### config.mk
export PLATFORM = sky130hd
export DESIGN_NAME = xmas_scene_sequencer
export DESIGN_NICKNAME = d
export VERILOG_FILES = /design/src/rtl/xmas_pkg.sv /design/src/rtl/xmas_scene_sequencer_sync_edge.sv /design/src/rtl/xmas_scene_sequencer.sv
export SDC_FILE = /design/constraint.sdc
export NUM_CORES = 1
export LEC_CHECK = 0
export CORE_ASPECT_RATIO = 2
export CORE_UTILIZATION = 57
export DETAILED_ROUTE_END_ITERATION = 6
export GPL_ROUTABILITY_DRIVEN = 0
export GPL_TIMING_DRIVEN = 1
export MAX_ROUTING_LAYER = met4
export PLACE_DENSITY_LB_ADDON = 0.3
export RECOVER_POWER = 100
export SLEW_MARGIN = 5
export SYNTH_ARGS = -nofsm -noshare
export SYNTH_HDL_FRONTEND = slang
export SYNTH_HIERARCHICAL = 1
export SYNTH_SLANG_ARGS = --single-unit
### constraint.sdc
create_clock -name clk -period 2.4 [get_ports clk]
set_input_delay 0.48 -clock clk [delete_from_list [all_inputs] [get_ports clk]]
set_output_delay 0.48 -clock clk [all_outputs]
set_load 0.005 [all_outputs]
### src/rtl/xmas_pkg.sv
// Shared scene and star-phase definitions for the Christmas-tree scene sequencer and renderer.
package xmas_pkg;

  typedef enum logic [2:0] {
    SC_TREE  = 3'd0,
    SC_LINE1 = 3'd1,
    SC_LINE2 = 3'd2,
    SC_HOLD  = 3'd3,
    SC_CLEAR = 3'd4
  } scene_e;

  // Star colour the renderer draws for each star_phase value
  typedef enum logic [1:0] {
    STAR_GOLD  = 2'd0,
    STAR_RED   = 2'd1,
    STAR_WHITE = 2'd2,
    STAR_BLUE  = 2'd3
  } star_phase_e;

  localparam int unsigned TEXT1_LEN_DEF = 10;
  localparam int unsigned TEXT2_LEN_DEF = 18;

endpackage

### src/rtl/xmas_scene_sequencer_sync_edge.sv
// Two-flop synchronizer for an asynchronous level, with a one-cycle rising-edge output.
module sync_edge (
  input  logic clk,
  input  logic rst_n,
  input  logic async_i,
  output logic level_o,
  output logic rise_o
);

  logic [2:0] sh_q;
  logic [2:0] sh_d;

  always_comb begin
    sh_d = {sh_q[1:0], async_i};
  end

  always_ff @(posedge clk or negedge rst_n) begin
    if (!rst_n) sh_q <= '0;
    else        sh_q <= sh_d;
  end

  assign level_o = sh_q[1];
  assign rise_o  = sh_q[1] & ~sh_q[2];

endmodule

### src/rtl/xmas_scene_sequencer.sv
// Frame-synchronous scene sequencer: tree, line-1 reveal, line-2 reveal, hold, clear, repeat.
module xmas_scene_sequencer
  import xmas_pkg::*;
#(
  parameter int unsigned TREE_FRAMES = 60,
  parameter int unsigned CHAR_FRAMES = 8,
  parameter int unsigned HOLD_FRAMES = 180,
  parameter int unsigned STAR_FRAMES = 64,
  parameter int unsigned TEXT1_LEN   = TEXT1_LEN_DEF,
  parameter int unsigned TEXT2_LEN   = TEXT2_LEN_DEF
) (
  input  logic       clk,
  input  logic       rst_n,
  input  logic       vsync,
  input  logic       pause_i,
  input  logic       skip_i,
  output logic [2:0] scene,
  output logic [3:0] text1_count,
  output logic [4:0] text2_count,
  output logic [1:0] star_phase,
  output logic       lights_on,
  output logic       frame_strobe
);

  localparam logic [7:0] TREE_LIM = 8'(TREE_FRAMES - 1);
  localparam logic [7:0] CHAR_LIM = 8'(CHAR_FRAMES - 1);
  localparam logic [7:0] HOLD_LIM = 8'(HOLD_FRAMES - 1);
  localparam logic [7:0] STAR_LIM = 8'(STAR_FRAMES - 1);
  localparam logic [3:0] T1_FULL  = 4'(TEXT1_LEN);
  localparam logic [4:0] T2_FULL  = 5'(TEXT2_LEN);

  logic pause_s, pause_rise_unused;
  logic skip_rise, skip_level_unused;

  sync_edge u_pause_sync (.clk(clk), .rst_n(rst_n), .async_i(pause_i),
                          .level_o(pause_s), .rise_o(pause_rise_unused));
  sync_edge u_skip_sync  (.clk(clk), .rst_n(rst_n), .async_i(skip_i),
                          .level_o(skip_level_unused), .rise_o(skip_rise));

  scene_e     scene_q, scene_d;
  logic [3:0] t1_q, t1_d;
  logic [4:0] t2_q, t2_d;
  logic [1:0] phase_q, phase_d;
  logic       lights_q, lights_d;
  logic [7:0] dwell_q, dwell_d;
  logic [7:0] star_q, star_d;
  logic       vs_q, strobe_q, skip_pend_q, skip_pend_d;
  logic       frame_tick, advance, expire;
  logic [7:0] lim;

  assign frame_tick = vsync & ~vs_q;
  assign advance    = frame_tick & ~pause_s;

  always_comb begin
    scene_d     = scene_q;
    t1_d        = t1_q;
    t2_d        = t2_q;
    phase_d     = phase_q;
    lights_d    = lights_q;
    dwell_d     = dwell_q;
    star_d      = star_q;
    skip_pend_d = skip_pend_q | skip_rise;
    case (scene_q)
      SC_TREE:           lim = TREE_LIM;
      SC_LINE1, SC_LINE2: lim = CHAR_LIM;
      SC_HOLD:           lim = HOLD_LIM;
      default:           lim = '0;
    endcase
    expire = (dwell_q == lim);

    if (advance) begin
      if (star_q == STAR_LIM) begin
        star_d  = '0;
        phase_d = phase_q + 2'd1;
      end else begin
        star_d = star_q + 8'd1;
      end
      dwell_d = expire ? '0 : dwell_q + 8'd1;

      if (skip_pend_q) begin
        // A skip edge arriving on the consuming cycle stays pending for the next frame
        skip_pend_d = skip_rise;
        dwell_d     = '0;
        case (scene_q)
          SC_TREE:  begin scene_d = SC_LINE1; t1_d = '0; t2_d = '0; lights_d = 1'b1; end
          SC_LINE1: begin scene_d = SC_LINE2; t1_d = T1_FULL; end
          SC_LINE2: begin scene_d = SC_HOLD;  t1_d = T1_FULL; t2_d = T2_FULL; end
          SC_HOLD:  scene_d = SC_CLEAR;
          SC_CLEAR: begin scene_d = SC_TREE; t1_d = '0; t2_d = '0; lights_d = 1'b0; end
          default:  scene_d = SC_CLEAR;
        endcase
      end else begin
        case (scene_q)
          SC_TREE: begin
            lights_d = 1'b1;
            t1_d     = '0;
            t2_d     = '0;
            if (expire) scene_d = SC_LINE1;
          end
          SC_LINE1: if (expire) begin
            if (t1_q >= T1_FULL - 4'd1) begin
              t1_d    = T1_FULL;
              scene_d = SC_LINE2;
            end else begin
              t1_d = t1_q + 4'd1;
            end
          end
          SC_LINE2: begin
            t1_d = T1_FULL;
            if (expire) begin
              if (t2_q >= T2_FULL - 5'd1) begin
                t2_d    = T2_FULL;
                scene_d = SC_HOLD;
              end else begin
                t2_d = t2_q + 5'd1;
              end
            end
          end
          SC_HOLD: begin
            lights_d = ~dwell_d[4];
            if (expire) scene_d = SC_CLEAR;
          end
          SC_CLEAR: begin
            scene_d  = SC_TREE;
            t1_d     = '0;
            t2_d     = '0;
            lights_d = 1'b0;
          end
          default: scene_d = SC_CLEAR;
        endcase
      end
    end
  end

  always_ff @(posedge clk or negedge rst_n) begin
    if (!rst_n) begin
      scene_q     <= SC_TREE;
      t1_q        <= '0;
      t2_q        <= '0;
      phase_q     <= '0;
      lights_q    <= 1'b0;
      dwell_q     <= '0;
      star_q      <= '0;
      vs_q        <= 1'b0;
      strobe_q    <= 1'b0;
      skip_pend_q <= 1'b0;
    end else begin
      scene_q     <= scene_d;
      t1_q        <= t1_d;
      t2_q        <= t2_d;
      phase_q     <= phase_d;
      lights_q    <= lights_d;
      dwell_q     <= dwell_d;
      star_q      <= star_d;
      vs_q        <= vsync;
      strobe_q    <= frame_tick;
      skip_pend_q <= skip_pend_d;
    end
  end

  assign scene        = scene_q;
  assign text1_count  = t1_q;
  assign text2_count  = t2_q;
  assign star_phase   = phase_q;
  assign lights_on    = lights_q;
  assign frame_strobe = strobe_q;

endmodule
==> out/metrics.csv <==
metric;value;unit
rsz0062_at_grt;false;
htreeDepth;2;
vdd_drop_max;0.635;mV
path_max_fanout;5;
yosysWarnings;6;
dpl_worst_slack;-0.000901;ns
die_w;45.4;um
regToRegStartpoint;text2_count[1];
clock_insertion_delay_worst_skew;0.29;ns
crit_type;flip-flop to flip-flop;
cp.arrival;2.42;ns
layout_min_cycle_time;2.25;ns
drv_slew;0;
syn_area;2150;um2
max-cap-violations;0;
syn_inst;223;
slew_headroom;35.7;%
fmax;0.445;GHz
layout.nets;265;
drive_above_1_share;8.66;%
grt_pass1_vias;1784;
endpoint_kind;flip-flop;
cts_hold_buffers;0;
num_io_pins;21;
antenna_cells;0;
grt_pass1_wl;8020;um
mostFrequentLayoutCell;dfrtp_1;
globalRouteOverflowTotal;0;
leakage;1.09;nW
drc;0;
cts_root_buf;clkbuf_8;
avgSynthCellArea;9.63;um2
cts_tree;done;
drt-initial-drc-count;44;
final_core_util;69.0;%
r2r-end;scene[1];
rr_worst_depth;8;
antenna_found_initial;0;
ant_nets;0;
worstMarginPinSlew;0.964;ns
post-route-period-util;93.6;%
floorplan.initialDensity;59.5;%
syn_to_final_growth;15.9;%
status;complete, no violations;
fin_ws;0.153;ns
cts_sinks;39;
wl_per_cell;15.4;um
cts_buffers;5;
rows;31;
coreArea;3610;um2
mostFrequentLayoutCells;dfrtp_1, nand2_1, nor2_1, o21ai_0, dlygate4sd3_1;
instances_no_fill;303;
hpwl;3490;um
drt-pass1-iter-count;4;
startpoint_type;flip-flop;
setup_violations;0;
cts_buffer_depth;2;
clkSlewWorstSetupHoldPaths;0.08;ns
cp.required;2.57;ns
track_usage;27.8;%
hold_viol;0;
avgViaCountPerCell;5.89;
worst-r2r-setup-slack;0.15;ns
hp-class;input pin to asynchronous set/reset pin;
die_area;4030;um2
placed_cells;295;
vias;1786;
totalWireLength;4670;um
fin_skew;0.00485;ns
setup_tns;0;ns
syn_nets;235;
fp.dieH;88.8;um
grt_max_degree;40;
io_buffers;20;
fillCellCount;304;
seqCellArea;976;um2
power_density;951;nW/um2
multiInputGateArea;1080;um2
cell type report:
cell class	count	share of cell area, %
well taps	49	2.46
multi-input cells	168	43.2
clock buffers	6	2.92
repair buffers	33	10.8
clock inverters	2	0.503
inverters	6	0.905
flip-flops and latches	39	39.2
flip-flops by register name, indices dropped and copies added (netlist names), 2 cells and up:
name and count:
star_phase 2, star_q 8, dwell_q 8, scene 3, u_skip_sync/sh_q 3, u_pause_sync/sh_q 2
text2_count 5, text1_count 4
critical path, stage by stage, from the launching register on:
cell	delay, ns
dfrtp_1	0.41
inv_1	0.08
ha_1	0.17
or4_1	0.56
o21ai_2	0.19
nand4b_1	0.10
nand3_1	0.18
nor3_1	0.07
a311o_1	0.37
through the flow:
stage | power [mW] | instance area, um2 | hold slack, ns
after CTS | 2.44 | 2530 | 0.326
final | 2.37 | 2490 | 0.332
after floorplan | 1.60 | 2150 | 0.184
after global placement | 1.98 | 2450 | 0.334
after detailed placement | 2.00 | 2450 | 0.342
after global routing | 2.54 | 2490 | 0.363
worst max-delay path by stage:
stage / startpoint / slack, ns / cells past startpoint / endpoint
CTS: text2_count[1] / 0.1 / 8 / scene[1]
floorplan: text2_count[0] / 0.29 / 6 / text2_count[3]
finish: text2_count[1] / 0.15 / 8 / scene[1]
detailed placement: vsync / -0.0009 / 6 / text2_count[2]
global placement: vsync / 0.05 / 6 / text2_count[3]
global route: text2_count[1] / 0.01 / 7 / text2_count[3]
where the power goes:
part	internal [mW]	total [mW]	leakage, nW	switching, mW
combinational	0.448	0.936	0.557	0.488
clock	0.203	0.431	0.0412	0.228
sequential	0.802	0.999	0.492	0.197
total	1.45	2.37	1.09	0.913
repair_timing:
| action | in CTS | in global routing |
|---|---|---|
| buffers inserted | 0 | 0 |
| setup endpoints to repair | 0 | 2 |
| gates resized for setup | 0 | 1 |
metal layers:
metal	wire length, um	track usage, %
met1	1830	29.8
met2	2590	48.8
met4	147	11.3
met5	0	-
met3	97	4.08
(Power assumes the default switching activity.)
